### src/rtl/assistance_pi_controller.sv
// Motor-assistance demand: PI heart-rate loop with pitch feed-forward, slew-limited ramp-up,
// brake/cadence gating and latched tilt-fault shutdown with timed recovery.
//   state  | meaning
//   IDLE   | no assistance, integrator cleared, waiting for pedalling and a valid mode
//   ASSIST | demand follows the PI or fixed-level target through the slew limiter
//   FAULT  | tilt fault latched, output forced to 0 until roll settles long enough
module assistance_pi_controller #(
   parameter int OUT_W         = 13,
   parameter int HR_W          = 8,
   parameter int ANG_W         = 10,
   parameter int KP            = 40,
   parameter int KI            = 2,
   parameter int INTEG_MAX     = 1023,
   parameter int HR_OFFSET     = 15,
   parameter int PITCH_SHIFT   = 3,
   parameter int ROLL_LIMIT    = 45,
   parameter int ROLL_RECOVER  = 20,
   parameter int RECOVER_TICKS = 8,
   parameter int SLEW_STEP     = 64,
   parameter int CAD_TIMEOUT   = 16
) (
   input  logic                    clk,
   input  logic                    reset_n,
   input  logic                    update,
   input  logic signed [ANG_W-1:0] roll,
   input  logic signed [ANG_W-1:0] pitch,
   input  logic [HR_W-1:0]         heart_rate,
   input  logic [HR_W-1:0]         hr_setpoint,
   input  logic                    cadence,
   input  logic                    brake,
   input  logic [1:0]              mode,
   input  logic [OUT_W-1:0]        fixed_level,
   output logic [OUT_W-1:0]        assist_out,
   output logic                    tilt_fault,
   output logic [1:0]              state
);
   localparam int RW  = 32;
   localparam int IW  = $clog2(INTEG_MAX + 1) + 1;
   localparam int CW  = $clog2(CAD_TIMEOUT + 1);
   localparam int RCW = $clog2(RECOVER_TICKS + 1);

   localparam logic signed [RW-1:0] L_OUT_MAX  = RW'((1 << OUT_W) - 1);
   localparam logic signed [RW-1:0] L_INT_MAX  = RW'(INTEG_MAX);
   localparam logic signed [RW-1:0] L_INT_MIN  = -RW'(INTEG_MAX);
   localparam logic signed [RW-1:0] L_KP       = RW'(KP);
   localparam logic signed [RW-1:0] L_KI       = RW'(KI);
   localparam logic signed [RW-1:0] L_OFFSET   = RW'(HR_OFFSET);
   localparam logic signed [RW-1:0] L_ROLL_LIM = RW'(ROLL_LIMIT);
   localparam logic signed [RW-1:0] L_ROLL_REC = RW'(ROLL_RECOVER);

   typedef enum logic [1:0] {S_IDLE = 2'd0, S_ASSIST = 2'd1, S_FAULT = 2'd2} state_t;

   state_t                r_state, w_state_nxt;
   logic [OUT_W-1:0]      r_out, w_out_nxt;
   logic                  r_tilt;
   logic signed [IW-1:0]  r_integ, w_integ_nxt;
   logic [CW-1:0]         r_cad, w_cad_nxt;
   logic [RCW-1:0]        r_rec, w_rec_nxt;

   logic signed [RW-1:0]  w_roll_w, w_abs_roll, w_pitch_w, w_pterm;
   logic signed [RW-1:0]  w_err, w_isum, w_raw, w_fix_sum;
   logic signed [IW-1:0]  w_integ_cl;
   logic [OUT_W-1:0]      w_pi_tgt, w_fix_tgt, w_tgt, w_slew;
   logic [OUT_W:0]        w_step;
   logic                  w_over, w_rec_ok, w_ped, w_go, w_hold;

   // Widening before negation keeps the most negative roll code out of range rather than wrapping.
   assign w_roll_w   = RW'(roll);
   assign w_abs_roll = (w_roll_w < 0) ? -w_roll_w : w_roll_w;
   assign w_over     = w_abs_roll > L_ROLL_LIM;
   assign w_rec_ok   = w_abs_roll <= L_ROLL_REC;

   assign w_cad_nxt = cadence ? '0 :
                      (update && (r_cad != CW'(CAD_TIMEOUT))) ? r_cad + 1'b1 : r_cad;
   assign w_ped     = w_cad_nxt < CW'(CAD_TIMEOUT);
   assign w_go      = ((mode == 2'd1) || (mode == 2'd2)) && w_ped;

   assign w_pitch_w = RW'(pitch);
   assign w_pterm   = (w_pitch_w > 0) ? (w_pitch_w <<< PITCH_SHIFT) : '0;

   assign w_err      = RW'($signed({1'b0, heart_rate})) - RW'($signed({1'b0, hr_setpoint}));
   assign w_isum     = RW'(r_integ) + w_err;
   assign w_integ_cl = (w_isum > L_INT_MAX) ? IW'(INTEG_MAX) :
                       (w_isum < L_INT_MIN) ? -IW'(INTEG_MAX) : w_isum[IW-1:0];
   assign w_raw      = L_KP * w_err + L_KI * RW'(w_integ_cl) - L_OFFSET + w_pterm;
   assign w_hold     = ((w_raw > L_OUT_MAX) && (w_err > 0)) || ((w_raw < 0) && (w_err < 0));
   assign w_pi_tgt   = (w_raw < 0) ? '0 : (w_raw > L_OUT_MAX) ? '1 : w_raw[OUT_W-1:0];

   assign w_fix_sum = RW'(fixed_level) + w_pterm;
   assign w_fix_tgt = (w_fix_sum > L_OUT_MAX) ? '1 : w_fix_sum[OUT_W-1:0];
   assign w_tgt     = (mode == 2'd1) ? w_pi_tgt : w_fix_tgt;

   // Only rises are rate-limited; any drop in target is passed straight through.
   assign w_step = {1'b0, r_out} + (OUT_W+1)'(SLEW_STEP);
   assign w_slew = (w_tgt > r_out) ?
                   (({1'b0, w_tgt} < w_step) ? w_tgt : w_step[OUT_W-1:0]) : w_tgt;

   always_comb begin
      w_state_nxt = r_state;
      w_out_nxt   = r_out;
      w_integ_nxt = r_integ;
      w_rec_nxt   = r_rec;
      if (w_over) begin
         w_state_nxt = S_FAULT;
         w_out_nxt   = '0;
         w_integ_nxt = '0;
         w_rec_nxt   = '0;
      end else if (r_state == S_FAULT) begin
         w_out_nxt   = '0;
         w_integ_nxt = '0;
         if (update) begin
            if (!w_rec_ok) begin
               w_rec_nxt = '0;
            end else if (r_rec == RCW'(RECOVER_TICKS - 1)) begin
               w_state_nxt = S_IDLE;
               w_rec_nxt   = '0;
            end else begin
               w_rec_nxt = r_rec + 1'b1;
            end
         end
      end else if (brake) begin
         w_state_nxt = S_IDLE;
         w_out_nxt   = '0;
         w_integ_nxt = '0;
      end else if (update) begin
         if (w_go) begin
            w_state_nxt = S_ASSIST;
            w_out_nxt   = w_slew;
            if (mode == 2'd1)
               w_integ_nxt = w_hold ? r_integ : w_integ_cl;
            else
               w_integ_nxt = '0;
         end else begin
            w_state_nxt = S_IDLE;
            w_out_nxt   = '0;
            w_integ_nxt = '0;
         end
      end
   end

   always_ff @(posedge clk) begin
      if (!reset_n) begin
         r_state <= S_IDLE;
         r_out   <= '0;
         r_tilt  <= 1'b0;
         r_integ <= '0;
         r_cad   <= CW'(CAD_TIMEOUT);
         r_rec   <= '0;
      end else begin
         r_state <= w_state_nxt;
         r_out   <= w_out_nxt;
         r_tilt  <= (w_state_nxt == S_FAULT);
         r_integ <= w_integ_nxt;
         r_cad   <= w_cad_nxt;
         r_rec   <= w_rec_nxt;
      end
   end

   assign assist_out = r_out;
   assign tilt_fault = r_tilt;
   assign state      = r_state;
endmodule

### config.mk
export PLATFORM = sky130hd
export DESIGN_NAME = assistance_pi_controller
export DESIGN_NICKNAME = d
export VERILOG_FILES = /design/src/rtl/assistance_pi_controller.sv
export SDC_FILE = /design/constraint.sdc
export NUM_CORES = 1
export LEC_CHECK = 0
export ABC_AREA = 1
export BUFFER_PORTS_ARGS = -buffer_cell sky130_fd_sc_hd__buf_2
export CORE_ASPECT_RATIO = 0.6
export CORE_UTILIZATION = 46
export CTS_BUF_LIST = sky130_fd_sc_hd__clkbuf_16
export DETAILED_ROUTE_END_ITERATION = 8
export GPL_ROUTABILITY_DRIVEN = 0
export PLACE_DENSITY = 0.72
export SLEW_MARGIN = 0
export SYNTH_ARGS = -nofsm -noshare
export SYNTH_HDL_FRONTEND = slang
export SYNTH_SLANG_ARGS = --single-unit
### constraint.sdc
create_clock -name clk -period 12.3 [get_ports clk]
set_input_delay 0.615 -clock clk [delete_from_list [all_inputs] [get_ports clk]]
set_output_delay 0.615 -clock clk [all_outputs]
set_load 0.02 [all_outputs]
Yosys cells after proc, flatten, opt, wreduce, memory -nomap -nowiden
Index checks and enable logic that the tools add are counted.
- add/subtract/negate cells: 10
- multiply operators: 1
- magnitude comparators: 14
- equality and inequality tests: 7
- muxes and demuxes: 26
- bitwise operators: 1
- reductions and logical operators: 10
- operator list (operator ; count):
    13-bit two-way mux ; 7
    32-bit by 14-bit > comparator with 1-bit output, second input constant ; 2
    32-bit two-way mux ; 2
    11-bit two-way mux ; 5
    13-bit by 32-bit adder with 32-bit output ; 1
    18-bit by 32-bit adder with 32-bit output ; 1
    32-bit by 7-bit > comparator with 1-bit output, second input constant ; 1
    32-bit by 6-bit <= comparator with 1-bit output, second input constant ; 1
    32-bit by 1-bit less-than comparator with 1-bit output, second input constant ; 1
    10-bit negator with 32-bit output ; 1
    17-bit by 5-bit subtractor with 18-bit output, second input constant ; 1
    16-bit by 12-bit adder with 17-bit output ; 1
    13-bit by 7-bit adder with 14-bit output, second input constant ; 1
    13-bit by 14-bit less-than comparator with 1-bit output ; 1
    2-bit two-way mux ; 7
    13-bit > comparator ; 1
    4-bit by 9-bit multiplier with 13-bit output, first input constant ; 1
    11-bit by 9-bit adder with 12-bit output ; 1
    12-bit by 11-bit > comparator with 1-bit output, second input constant ; 1
    12-bit by 11-bit less-than comparator with 1-bit output, second input constant ; 1
    10-bit by 1-bit > comparator with 1-bit output, second input constant ; 1
    10-bit by 1-bit less-than comparator with 1-bit output, second input constant ; 1
    5-bit two-way mux ; 2
    9-bit by 1-bit > comparator with 1-bit output, second input constant ; 1
    18 further kinds ; 26
- register bits after elaboration: 36
- input port bits: 56
- output and inout port bits: 16
- word-level logic and storage cells: 75

Logic depth before layout (Yosys ltp)
- depth after elaboration: 16
- depth in mapped cells: 56
- gate-level depth less buffers: 53

Worst setup path before layout
OpenSTA, ideal clock, no wires.
- path type: input port to flip-flop
- from: input port heart_rate[0]
- to: register r_out[5] (netlist: assist_out[5])
- library setup time: 0.066 ns
- data arrival time: 7.216 ns
- required time: 12.234 ns
- slack: 5.018 ns
- cell stages on the path: 50
- path buffers: 2
- path through: inv_1 > ha_1 > inv_1 > fa_1 > nand4_1 > nand3_1 > nand2_1 > nand2_1 > a21oi_4 > ha_1 > a21oi_1 > inv_1 > a21oi_1 > nand3_1 > nand2_1 > nand3_1 > nand2_1 > nand2_2 > (+14 left out) > nand2_1 > nand2_2 > inv_2 > nand2_1 > buf_2 > nand4_1 > and2_1 > ha_1 > inv_1 > o21bai_1 > a31oi_1 > o21bai_1 > nand2_1 > a21oi_2 > nand2_1 > o21ai_1 > nand2_1 > a21oi_2
- cells in the longest elaborated chain, start to end: 16
- elaborated cells on any way between the ends: 20
- classes of those cells: 5 x add/sub; 1 x mul; 6 x order compare; 8 x mux
- RTL lines (element ; RTL line ; source):
    from (decl) ; 27 ; input logic [HR_W-1:0] heart_rate,
    8-bit by 8-bit subtractor with 9-bit output (*) ; 81 ; assign w_err = RW'($signed({1'b0, heart_rate})) - RW'($signed({1'b0, hr_setpoint}));
    11-bit by 9-bit adder with 12-bit output ; 82 ; assign w_isum = RW'(r_integ) + w_err;
    12-bit by 11-bit less-than comparator with 1-bit output ; 84 ; (w_isum < L_INT_MIN) ? -IW'(INTEG_MAX) : w_isum[IW-1:0];
    11-bit two-way mux ; 84 ;
    11-bit two-way mux ; 83 ; assign w_integ_cl = (w_isum > L_INT_MAX) ? IW'(INTEG_MAX) :
    16-bit by 12-bit adder with 17-bit output (*) ; 85 ; assign w_raw = L_KP * w_err + L_KI * RW'(w_integ_cl) - L_OFFSET + w_pterm;
    17-bit by 5-bit subtractor with 18-bit output (*) ; 85 ;
    18-bit by 32-bit adder with 32-bit output (*) ; 85 ;
    32-bit by 14-bit > comparator with 1-bit output ; 87 ; assign w_pi_tgt = (w_raw < 0) ? '0 : (w_raw > L_OUT_MAX) ? '1 : w_raw[OUT_W-1:0];
    13-bit two-way mux ; 87 ;
    13-bit two-way mux (*) ; 87 ;
    13-bit two-way mux (*) ; 91 ; assign w_tgt = (mode == 2'd1) ? w_pi_tgt : w_fix_tgt;
    13-bit by 14-bit less-than comparator with 1-bit output ; 96 ; (({1'b0, w_tgt} < w_step) ? w_tgt : w_step[OUT_W-1:0]) : w_tgt;
    13-bit two-way mux ; 96 ;
    13-bit two-way mux (*) ; 95 ; assign w_slew = (w_tgt > r_out) ?
    13-bit two-way mux (*) ; 126 ; if (w_go) begin
    to (signal assigned) ; 151 ; r_out <= w_out_nxt;
    to (decl) ; 54 ; logic [OUT_W-1:0] r_out, w_out_nxt;
Mark *: on every way between the ends. The rest lies on a longest branch, timed or not.
A chain may end at the register's enable or synchronous reset.

Worst setup path in the final report
- from: input port heart_rate[0]
- to: register r_out[4] (netlist: assist_out[4])
The elaborated chain is that of the path after synthesis.

==> flow_metrics.tcl <==
set metrics [dict create \
    outcome "complete, but fails checks" \
    violations "DRC" \
    dp_hpwl_mm 13.8 \
    r2r_start "r_integ[0]" \
    post-route-min-period_ns 8.76 \
    design.die.area_sq_um 14000 \
    critPathArrivalTime_ns 8.96 \
    path_max_fanout 11 \
    finish.utilization_pct 52.9 \
    synth_area_sq_um 6210 \
    rrSetupSlack_ns 4.57 \
    p_total_mw 1.34 \
    final_nets 1244 \
    grt.total_usage_pct 23.4 \
    cts_resized 0 \
    core-area_sq_um 13000 \
    vias 6169 \
    cts_tree "built" \
    rows 32 \
    slowest_stage "fa_1" \
    fillCellCount 1337 \
    synth_cell_types 50 \
    placed_area_sq_um 6720 \
    worstPathRequired_ns 12.50 \
    rsz0062_at_grt "no" \
    yosysWarnings 0 \
    drc 5 \
    hp-start "assist_out[0]" \
    r2r_cells 45 \
    yosys.area.top_type "ha_1" \
    yosysMostFrequentCell "nand2_1" \
    clkTransAtPathRegs_ns 0.06 \
    antenna_found_initial 0 \
    drive_above_1_share_pct 11.2 \
    areaGrowthSynthToFinish_pct 10.8 \
    synth_common_cells "nand2_1, inv_1, ha_1" \
    cts_hold_buf 0 \
    setup_violations 0 \
    synth.area.top_cells "ha_1, nand2_1, inv_1" \
    synth-adder-area-share_pct 25.6 \
    hold_viol 0 \
    post-route-period-util_pct 71.2 \
    synthArstFlopShare_pct 0 \
    p_leak_nw 3.82 \
    timing.fmax_mhz 114 \
    synth_mux_area_share_pct 0 \
    max_slew.worst_pin.slew_ns 0.798 \
    cts_htree_levels 2 \
    numCtsBuffers 5 \
    wl_per_cell_um 12.9 \
    root_buffer "clkbuf_16" \
    hold_path.class "flip-flop to flip-flop" \
    finClkSkew_ns 0.00257 \
    wirelength_mm 16.0 \
    n_antenna_cell 0 \
    clock-sinks 36 \
    route.antenna.remaining_nets 0 \
    overflow 0 \
    grt_max_degree 23 \
    ys_ff_latch 36 \
    crit_path_frequent_cell "nand2_1" \
    timing.slew.headroom_pct 46.5 \
    critPathLaunch "heart_rate[0]" \
    synth-simple-area-share_pct 32.7 \
    synth-edff-count 0 \
    finalSetupTns_ns 0 \
    cts_buffer_depth 2 \
    synth_xor_area_share_pct 4.91 \
    portBuffers 71 \
    maxCapViolCount 0 \
    slew_viol_final 0 \
    cp-end-kind "flip-flop" \
    worstSetupEndpoint "assist_out[4]" \
    drtPass1Iterations 8 \
    final_area_sq_um 6880 \
    slowest_delay_ns 0.54 \
    cts_setup_buffers 0 \
    synth_compound_area_share_pct 11.1 \
    worstReg2RegEnd "assist_out[4]" \
    setup.worst_path.start_class "input port" \
    fp.dieW_um 152 \
    viasPerCell 4.97 \
    ioPinCount 72 \
    holdWs_ns 0.486 \
    drt_iter0_drc 484 \
    fp.dieH_um 92.0 \
    ir_drop_mv 0.123 \
    synth-main-ff-cell "dfxtp_1" \
    synth_top_family_by_area "simple AND/OR/NAND/NOR gates" \
    insertion_delay_ns 0.28 \
    yosysSeqAreaShare_pct 11.6 \
    synth_top_area_share_pct 20.7 \
    grt_pass1_wl_mm 26.4 \
    syn_area_per_cell_sq_um 6.23 \
    powerDensity_nw_per_um2 195 \
    critical_path_class "input port to flip-flop" \
    start_util_pct 47.8 \
    synthCells 997 \
    grt_pass1_vias 5490 \
]
through the flow:
step           worst slack, ns  instances
3_3_place_gp              3.72       1233
2_1_floorplan             5.02       1002
5_1_grt                   2.79       1241
4_1_cts                   3.72       1241
3_5_place_dp              3.49       1233
6_report                  3.54       1241
per-layer routing:
layer | up-vias | part of all wire (%) | GRT usage [%]
li1 | 3282 | - | -
met1 | 2707 | 55 | 37.4
met2 | 172 | 38 | 32.8
met5 | - | 0 | 0
met3 | 8 | 6.9 | 3.73
met4 | 0 | 0.37 | 2.21
logic make-up (layout without fill, tap and decap cells):
family / after synthesis / in the layout
simple gates: 472 / 472
buf+inv: 220 / 289
fa+ha+maj: 118 / 118
compound gates: 115 / 115
flops: 36 / 36
xor+xnor: 34 / 34
other cells: 2 / 7
registers in the layout, summed over array words and instances (netlist names):
signal	cells
tilt_fault	1
r_cad	5
state	2
assist_out	13
r_rec	4
r_integ	11
worst max-delay path, delay by kind of cell:
kind | cells | cell delay, ns
buffers and inverters | 6 | 0.34
and+or+nand+nor | 25 | 3.07
adders and majority gates | 8 | 2.70
AOI/OAI and AO/OA | 10 | 2.22
layout make-up:
cell class                 instances  area [sq um]  share of cell area [%]
clock buffer                       5           125                    1.82
timing repair buffer              71           355                    5.16
inverter                         210           788                    11.5
multi-input combinational        746          4640                    67.4
tap                              170           213                    3.09
sequential                        36           721                    10.5
clock inverter                     3          38.8                   0.563
worst min path at each step:
| stage | to | depth (start not counted) |
|---|---|---|
| after floorplan | r_rec[3] | 2 |
| after global placement | assist_out[1] | 2 |
| after detailed placement | assist_out[0] | 2 |
| after CTS | assist_out[0] | 2 |
| after global routing | assist_out[2] | 2 |
| final | assist_out[0] | 2 |
layout by cell type, fill, tap and decap left out, drive strengths merged, types with 3 or more instances in the layout:
master	count
fa	15
or2	5
xor2	24
clkinv	3
nand3	54
o21ai	25
o21bai	5
inv	209
dfxtp	36
nand2	269
a21oi	73
ha	103
conb	7
nor2	95
nor3	12
nor4	6
buf	71
nand4	18
clkbuf	5
xnor2	10
nand3b	7
power breakdown:
group | switching, mW | internal [mW]
Combinational | 0.680 | 0.399
Sequential | 0.00202 | 0.119
Clock | 0.0488 | 0.0945
Note: power is estimated with default switching activity, not from simulation.
